<file path="config.mk">
export PLATFORM = sky130hd
export DESIGN_NAME = board_frame_rx_flat
export DESIGN_NICKNAME = d
export VERILOG_FILES = /design/src/rtl/board_rx_pkg.sv /design/src/rtl/board_frame_rx_if.sv /design/src/rtl/board_row_scanner.sv /design/src/rtl/board_frame_rx.sv /design/src/flat_wrapper.sv
export SDC_FILE = /design/constraint.sdc
export NUM_CORES = 1
export LEC_CHECK = 0
export BUFFER_PORTS_ARGS = -buffer_cell sky130_fd_sc_hd__buf_2
export CAP_MARGIN = 20
export CORE_ASPECT_RATIO = 1.1
export CORE_UTILIZATION = 66
export DETAILED_ROUTE_END_ITERATION = 10
export PLACE_DENSITY = 0.84
export RECOVER_POWER = 25
export SLEW_MARGIN = 10
export SYNTH_ARGS = -nofsm -noshare
export SYNTH_HDL_FRONTEND = slang
export SYNTH_SLANG_ARGS = --single-unit
</file>
<file path="constraint.sdc">
create_clock -name clock -period 5.3 [get_ports clock]
set_input_delay 1.325 -clock clock [delete_from_list [all_inputs] [get_ports clock]]
set_output_delay 1.325 -clock clock [all_outputs]
set_load 0.005 [all_outputs]
</file>
<file path="src/rtl/board_rx_pkg.sv">
`default_nettype none
// +----------------------------------------------------------------------------+
// | Package     : board_rx_pkg                                                 |
// | Description : Shared types and constants for the board-state frame         |
// |               receiver: frame geometry, row type and receive FSM states.   |
// | Revision    : 1.0 - initial release                                        |
// +----------------------------------------------------------------------------+
package board_rx_pkg;

  localparam int BOARD_ROWS      = 16;
  localparam int BOARD_COLS      = 8;
  localparam int BYTES_PER_FRAME = 16;
  localparam int FRAME_BITS      = BOARD_ROWS * BOARD_COLS;

  typedef logic [BOARD_COLS-1:0] row_t;

  typedef enum logic [2:0] {
    ST_IDLE = 3'd0,
    ST_REQ  = 3'd1,
    ST_CAP  = 3'd2,
    ST_GAP  = 3'd3,
    ST_SWAP = 3'd4
  } rx_state_t;

endpackage : board_rx_pkg
`default_nettype wire

</file>
<file path="src/rtl/board_frame_rx_if.sv">
`default_nettype none
// +----------------------------------------------------------------------------+
// | Interface   : board_frame_rx_if                                            |
// | Description : Read-strobe / byte-return link between the board-state       |
// |               producer and the frame receiver.                             |
// |   rd_req  : one-cycle read strobe (producer's read_gs input)               |
// |   rd_data : producer's registered byte output, valid one cycle after strobe|
// |   master  : receiver side (drives rd_req)                                  |
// |   slave   : producer side (drives rd_data)                                 |
// | Revision    : 1.0 - initial release                                        |
// +----------------------------------------------------------------------------+
interface board_frame_rx_if;
  import board_rx_pkg::*;

  logic rd_req;
  row_t rd_data;

  modport master (output rd_req, input rd_data);
  modport slave  (input rd_req, output rd_data);

endinterface : board_frame_rx_if
`default_nettype wire

</file>
<file path="src/rtl/board_row_scanner.sv">
`default_nettype none
// +----------------------------------------------------------------------------+
// | Module      : board_row_scanner                                            |
// | Description : Multiplexes the 128-bit display buffer onto an 8-column LED  |
// |               matrix, one row every SCAN_DIV cycles.                       |
// |   clock    in  1    clock                                                  |
// |   reset    in  1    synchronous active-high reset                          |
// |   disp     in  128  display buffer, row k at bits [8k+7:8k]                |
// |   row_sel  out 4    matrix row currently driven                            |
// |   row_data out 8    column bits for row_sel                                |
// | Build macro : BOARD_RX_VFLIP_EN - row_data shows display row 15-row_idx    |
// | Revision    : 1.0 - initial release                                        |
// +----------------------------------------------------------------------------+
module board_row_scanner
  import board_rx_pkg::*;
#(
  parameter int SCAN_DIV = 1024
) (
  input  logic                  clock,
  input  logic                  reset,
  input  logic [FRAME_BITS-1:0] disp,
  output logic [3:0]            row_sel,
  output row_t                  row_data
);

  localparam int                DIV_W    = (SCAN_DIV > 1) ? $clog2(SCAN_DIV) : 1;
  localparam logic [DIV_W-1:0]  DIV_LAST = DIV_W'(SCAN_DIV - 1);

  logic [DIV_W-1:0] div_cnt;
  logic [3:0]       row_idx_next;
  logic [3:0]       src_row;

  // row_sel doubles as row_idx; the next row and its data are loaded on the
  // same edge so the pair is always coherent.
  always_comb begin
    row_idx_next = row_sel + 4'd1;
`ifdef BOARD_RX_VFLIP_EN
    src_row = 4'd15 - row_idx_next;
`else
    src_row = row_idx_next;
`endif
  end

  always_ff @(posedge clock) begin
    if (reset) begin
      div_cnt  <= '0;
      row_sel  <= '0;
      row_data <= '0;
    end else if (div_cnt == DIV_LAST) begin
      div_cnt  <= '0;
      row_sel  <= row_idx_next;
      row_data <= disp[int'(src_row) * BOARD_COLS +: BOARD_COLS];
    end else begin
      div_cnt <= div_cnt + 1'b1;
    end
  end

endmodule : board_row_scanner
`default_nettype wire

</file>
<file path="src/rtl/board_frame_rx.sv">
`default_nettype none
// +----------------------------------------------------------------------------+
// | Module      : board_frame_rx                                               |
// | Description : Polls the board-state producer with one-cycle read strobes,  |
// |               captures 16 rows per frame and swaps each completed frame    |
// |               into the display buffer driving the LED row scanner.         |
// |   clock       in  1   clock                                                |
// |   reset       in  1   synchronous active-high reset                        |
// |   run         in  1   enables polling, sampled in IDLE only                |
// |   bus         master  rd_req out / rd_data in                              |
// |   row_sel     out 4   matrix row currently driven                          |
// |   row_data    out 8   column bits for row_sel                              |
// |   frame_valid out 1   sticky, set after the first completed frame          |
// |   frame_cnt   out 8   completed-frame counter, wraps                       |
// | Build macro : BOARD_RX_VFLIP_EN - vertically flipped matrix output         |
// | Revision    : 1.0 - initial release                                        |
// +----------------------------------------------------------------------------+
module board_frame_rx
  import board_rx_pkg::*;
#(
  parameter int POLL_GAP = 4,
  parameter int SCAN_DIV = 1024
) (
  input  logic              clock,
  input  logic              reset,
  input  logic              run,
  board_frame_rx_if.master  bus,
  output logic [3:0]        row_sel,
  output row_t              row_data,
  output logic              frame_valid,
  output logic [7:0]        frame_cnt
);

  localparam bit               HAS_GAP   = (POLL_GAP > 0);
  localparam int               GAP_W     = (POLL_GAP > 1) ? $clog2(POLL_GAP) : 1;
  localparam logic [GAP_W-1:0] GAP_LAST  = GAP_W'((POLL_GAP > 0) ? POLL_GAP - 1 : 0);
  localparam logic [3:0]       LAST_BYTE = 4'(BYTES_PER_FRAME - 1);

  rx_state_t        state;
  rx_state_t        state_next;
  logic [3:0]       byte_cnt;
  logic [GAP_W-1:0] gap_cnt;
  logic             cap_we;
  logic             swap;

  row_t                  cap_buf [BYTES_PER_FRAME];
  logic [FRAME_BITS-1:0] cap_flat;
  logic [FRAME_BITS-1:0] disp;

  // State register
  always_ff @(posedge clock) begin
    if (reset) state <= ST_IDLE;
    else       state <= state_next;
  end

  // Next-state logic. run is only looked at in IDLE so a started frame always
  // runs to 16 bytes and the producer's index stays aligned.
  always_comb begin
    state_next = state;
    case (state)
      ST_IDLE: if (run) state_next = ST_REQ;
      ST_REQ:  state_next = ST_CAP;
      ST_CAP: begin
        if (byte_cnt == LAST_BYTE) state_next = ST_SWAP;
        else if (HAS_GAP)          state_next = ST_GAP;
        else                       state_next = ST_REQ;
      end
      ST_GAP:  if (gap_cnt == GAP_LAST) state_next = ST_REQ;
      ST_SWAP: state_next = ST_IDLE;
      default: state_next = ST_IDLE;
    endcase
  end

  // Output decode
  always_comb begin
    bus.rd_req = 1'b0;
    cap_we     = 1'b0;
    swap       = 1'b0;
    case (state)
      ST_REQ:  bus.rd_req = 1'b1;
      ST_CAP:  cap_we     = 1'b1;
      ST_SWAP: swap       = 1'b1;
      default: ;
    endcase
  end

  // Counters, display buffer and frame status
  always_ff @(posedge clock) begin
    if (reset) begin
      byte_cnt    <= '0;
      gap_cnt     <= '0;
      disp        <= '0;
      frame_cnt   <= '0;
      frame_valid <= 1'b0;
    end else begin
      if (state == ST_GAP) gap_cnt <= gap_cnt + 1'b1;
      else                 gap_cnt <= '0;

      if (cap_we && (byte_cnt != LAST_BYTE)) byte_cnt <= byte_cnt + 4'd1;

      if (swap) begin
        byte_cnt    <= '0;
        disp        <= cap_flat;
        frame_cnt   <= frame_cnt + 8'd1;
        frame_valid <= 1'b1;
      end
    end
  end

  // Capture buffer is deliberately not reset; it is always fully rewritten
  // before it is ever swapped into the display buffer.
  always_ff @(posedge clock) begin
    if (cap_we) cap_buf[byte_cnt] <= bus.rd_data;
  end

  for (genvar k = 0; k < BOARD_ROWS; k++) begin : g_flat
    assign cap_flat[k*BOARD_COLS +: BOARD_COLS] = cap_buf[k];
  end

  board_row_scanner #(
    .SCAN_DIV (SCAN_DIV)
  ) u_scanner (
    .clock    (clock),
    .reset    (reset),
    .disp     (disp),
    .row_sel  (row_sel),
    .row_data (row_data)
  );

endmodule : board_frame_rx
`default_nettype wire

</file>
<file path="src/flat_wrapper.sv">
// flat-port wrapper written by rule: the top's interface ports become plain ports
module board_frame_rx_flat import board_rx_pkg::*;
#(
  parameter int POLL_GAP = 4,
  parameter int SCAN_DIV = 1024
)
  (clock, reset, run, row_sel, row_data, frame_valid, frame_cnt, bus_rd_req, bus_rd_data);
  board_frame_rx_if bus_i ();
  input  logic clock;
  input  logic reset;
  input  logic run;
  output logic [3:0] row_sel;
  output row_t row_data;
  output logic frame_valid;
  output logic [7:0] frame_cnt;
  output wire logic [$bits(bus_i.rd_req)-1:0] bus_rd_req;
  input wire logic [$bits(bus_i.rd_data)-1:0] bus_rd_data;
  assign bus_rd_req = bus_i.rd_req;
  assign bus_i.rd_data = bus_rd_data;
  board_frame_rx #(.POLL_GAP(POLL_GAP), .SCAN_DIV(SCAN_DIV)) u_core (.clock(clock), .reset(reset), .run(run), .bus(bus_i), .row_sel(row_sel), .row_data(row_data), .frame_valid(frame_valid), .frame_cnt(frame_cnt));
endmodule
</file>
==> impl_metrics.json <==
{
  "outcome": "complete, no violations",
  "crit_start": "u_core.u_scanner.row_sel[0]",
  "number_of_placement_rows": 49,
  "fmax_mhz": 335,
  "grt_start_max_net_pins": 87,
  "post_synthesis_sequential_element_count": 296,
  "powerDensity_nw_per_um2": 378,
  "slew_headroom": 0.329,
  "routed-via-count": 7206,
  "cp.required_ns": 3.97,
  "layout.cells.most_common": "nand2_1",
  "via_per_inst": 6.07,
  "coreArea_um2": 16300,
  "avgSynthCellArea_um2": 11.6,
  "drive_above_1_share": 0.130,
  "yosys_warnings": 0,
  "slew_violations": 0,
  "num_antenna_cells": 0,
  "timing_worst_setup_path_type": "flop to primary output",
  "antenna_found_initial": 0,
  "edff_count_synth": 128,
  "irDropWorstVdd_uv": 226,
  "worst-path-max-fanout": 38,
  "tritoncts": "yes",
  "synth.cell_area_um2": 11000,
  "top_level_ports": 33,
  "grt_pass1_wl_mm": 37.4,
  "tightestPinTransition_ns": 1.00,
  "sink_count": 296,
  "total_leakage_power_nw": 3.95,
  "type_of_the_most_critical_hold_path": "flop to flop",
  "globalRoute.totalOverflow": 0,
  "clockBufferDepth": 3,
  "layout_worst_path_cycle_share": 0.563,
  "yosys.cell_types.count": 40,
  "p_sw_w": 0.000913,
  "setup_viol_count_final": 0,
  "ys_dominant_reg_cell": "dfxtp_1",
  "worstSetupStartpointType": "flop",
  "clk_transition_reported_paths_ns": 0.06,
  "power.share.combinational": 0.020,
  "htree_levels": 1,
  "track_usage": 0.283,
  "insertion_delay_ns": 0.53,
  "port-buffer-count": 32,
  "endpoint_kind": "primary output",
  "post_cts.resized_instances": 0,
  "finish.net_count": 980,
  "cts_hold_buf": 0,
  "clock_root_buffer": "clkbuf_16",
  "p_seq_frac": 0.523,
  "setup_repair_after_global_routing_missed_its_margin": "no",
  "p_clk_frac": 0.456,
  "die-area_um2": 17200,
  "finalHoldViolCount": 0,
  "synth.net_count": 969,
  "layout.core_utilization": 0.749,
  "synthToLayoutAreaGrowth_pct": 10.9,
  "async_reset_ff_frac": 0,
  "finClkSkew_ns": 0.0161,
  "wl_per_cell_um": 19.9,
  "detailedRoute.firstIterationViolations": 802,
  "post-place-ws_ns": 2.53,
  "final_cell_mix": "274 x nand2_1, 167 x dfxtp_1, 134 x a21oi_1",
  "rr_endpoint": "u_core.u_scanner.row_data[4]",
  "first_global_vias": 7281,
  "drv.max_cap_violation_count": 0,
  "ant_nets": 0,
  "final_critical_path_setup_slack_ns": 2.31,
  "rr_startpoint": "u_core.u_scanner.row_sel[1]",
  "initial_utilization": 0.675,
  "cell_internal_power_dissipation_w": 0.00370,
  "detailedRoute.firstPassIterationCount": 7,
  "switching_share": 0.198,
  "gpl.final_weighted_congestion": 0.765,
  "worst_r2r_path_depth": 5,
  "die_width_um": 125,
  "regToRegSetupSlack_ns": 2.53,
  "cts_setup_buffers": 0,
  "totalWireLength_mm": 23.6,
  "dp_hpwl_mm": 12.9,
  "post-route-min-period_ns": 2.99,
  "cts_made_buffers": 28,
  "timing.critical_path.arrival_ns": 1.66,
  "final_setup_tns_ns": 0,
  "drcViolationCount": 0,
  "critical_path.endpoint": "row_sel[0]",
  "syn_inst": 950,
  "y_dimension_of_the_die_um": 137,
  "yosysSeqAreaShare": 0.655
}
==> critical path, cell delays in order (launching register included) <==
cell and delay [ns]:
dfxtp_2 0.34, buf_4 0.56, buf_2 0.23
==> state kept, by name (all words and copies together), names as in the netlist <==
register and flops:
u_core.frame_valid 1, u_core.byte_cnt 4, u_core.state 3, u_core.cap_buf 128
u_core.u_scanner.div_cnt 10, u_core.u_scanner.row_data 8, u_core.gap_cnt 2, u_core.u_scanner.row_sel 4
u_core.disp 128, u_core.frame_cnt 8
==> Yosys cell counts, types with 2 or more instances <==
cell type	count	area share
nor3b_1	2	0.0014
a311oi_1	8	0.0064
edfxtp_1	128	0.35
nand3_4	2	0.0032
nand4_1	2	0.0011
nand2b_1	3	0.0017
mux2i_1	2	0.0018
and3_1	3	0.0017
a21oi_1	134	0.061
buf_4	6	0.0041
nor2b_1	4	0.0023
nor3_1	13	0.0059
and4_1	2	0.0016
a22oi_1	16	0.011
nor2_1	42	0.014
nor3b_2	2	0.0023
xor2_1	10	0.0080
xnor2_1	10	0.0080
clkbuf_1	22	0.0075
inv_1	3	0.0010
o22ai_2	4	0.0045
dfxtp_1	168	0.31
nand3_1	6	0.0027
nand2_1	275	0.094
buf_6	3	0.0031
ha_1	8	0.0091
buf_1	3	0.0010
mux4_2	32	0.065
buf_2	26	0.012
==> how the worst min path moves through the flow <==
stage	startpoint	to	cells past startpoint
after detailed placement	u_core.gap_cnt[0]	u_core.gap_cnt[0]	1
after global routing	u_core.gap_cnt[0]	u_core.gap_cnt[0]	1
after global placement	u_core.gap_cnt[0]	u_core.gap_cnt[0]	1
after CTS	u_core.gap_cnt[0]	u_core.gap_cnt[0]	1
after floorplan	u_core.gap_cnt[0]	u_core.gap_cnt[0]	1
final	u_core.gap_cnt[0]	u_core.gap_cnt[0]	1
==> cell families (layout without fill, tap and decap cells) <==
logic type | Yosys count | in the layout | synth area share
and+or+nand+nor | 363 | 363 | 0.139
buffers and inverters | 65 | 98 | 0.0302
adders and majority gates | 8 | 8 | 0.00909
xor gates and xnor gates | 20 | 20 | 0.0159
muxes | 34 | 34 | 0.0673
DFF | 296 | 296 | 0.655
AOI/OAI and AO/OA | 164 | 164 | 0.0840
==> power by group through the flow <==
stage | combinational, W | sequential (W) | clock [W]
6_report | 0.0000942 | 0.00241 | 0.00211
5_1_grt | 0.000103 | 0.00242 | 0.00221
4_1_cts | 0.0000947 | 0.00241 | 0.00212
3_5_place_dp | 0.0000940 | 0.00246 | 0
3_3_place_gp | 0.0000919 | 0.00246 | 0
2_1_floorplan | 0.0000579 | 0.00246 | 0
==> stage by stage <==
step,total power (W),std cells,hold slack [ns],area (um^2)
floorplan,0.00251,950,0.405,11000
global placement,0.00255,1135,0.416,11200
detailed placement,0.00256,1135,0.424,11200
CTS,0.00463,1187,0.433,12200
global route,0.00473,1187,0.468,12200
finish,0.00461,1187,0.437,12200
==> area by class of cell <==
| class | instances | area (um^2) |
|---|---|---|
| clock buffers | 41 | 865 |
| clock inverters | 11 | 134 |
| fillers | 948 | 4100 |
| inverters | 4 | 15.0 |
| multi-input cells | 589 | 3490 |
| flip-flops and latches | 296 | 7210 |
| well taps | 204 | 255 |
| repair buffers | 42 | 241 |
==> layer usage <==
layer / global-route usage / vias up / wire length [um] / share of wire
met5: 0 / - / 0 / 0
met2: 0.508 / 296 / 12400 / 0.52
met4: 0.132 / 0 / 779 / 0.033
met3: 0.0454 / 61 / 1570 / 0.067
met1: 0.338 / 3504 / 8890 / 0.38
li1: - / 3345 / - / -
(Power assumes the default switching activity.)
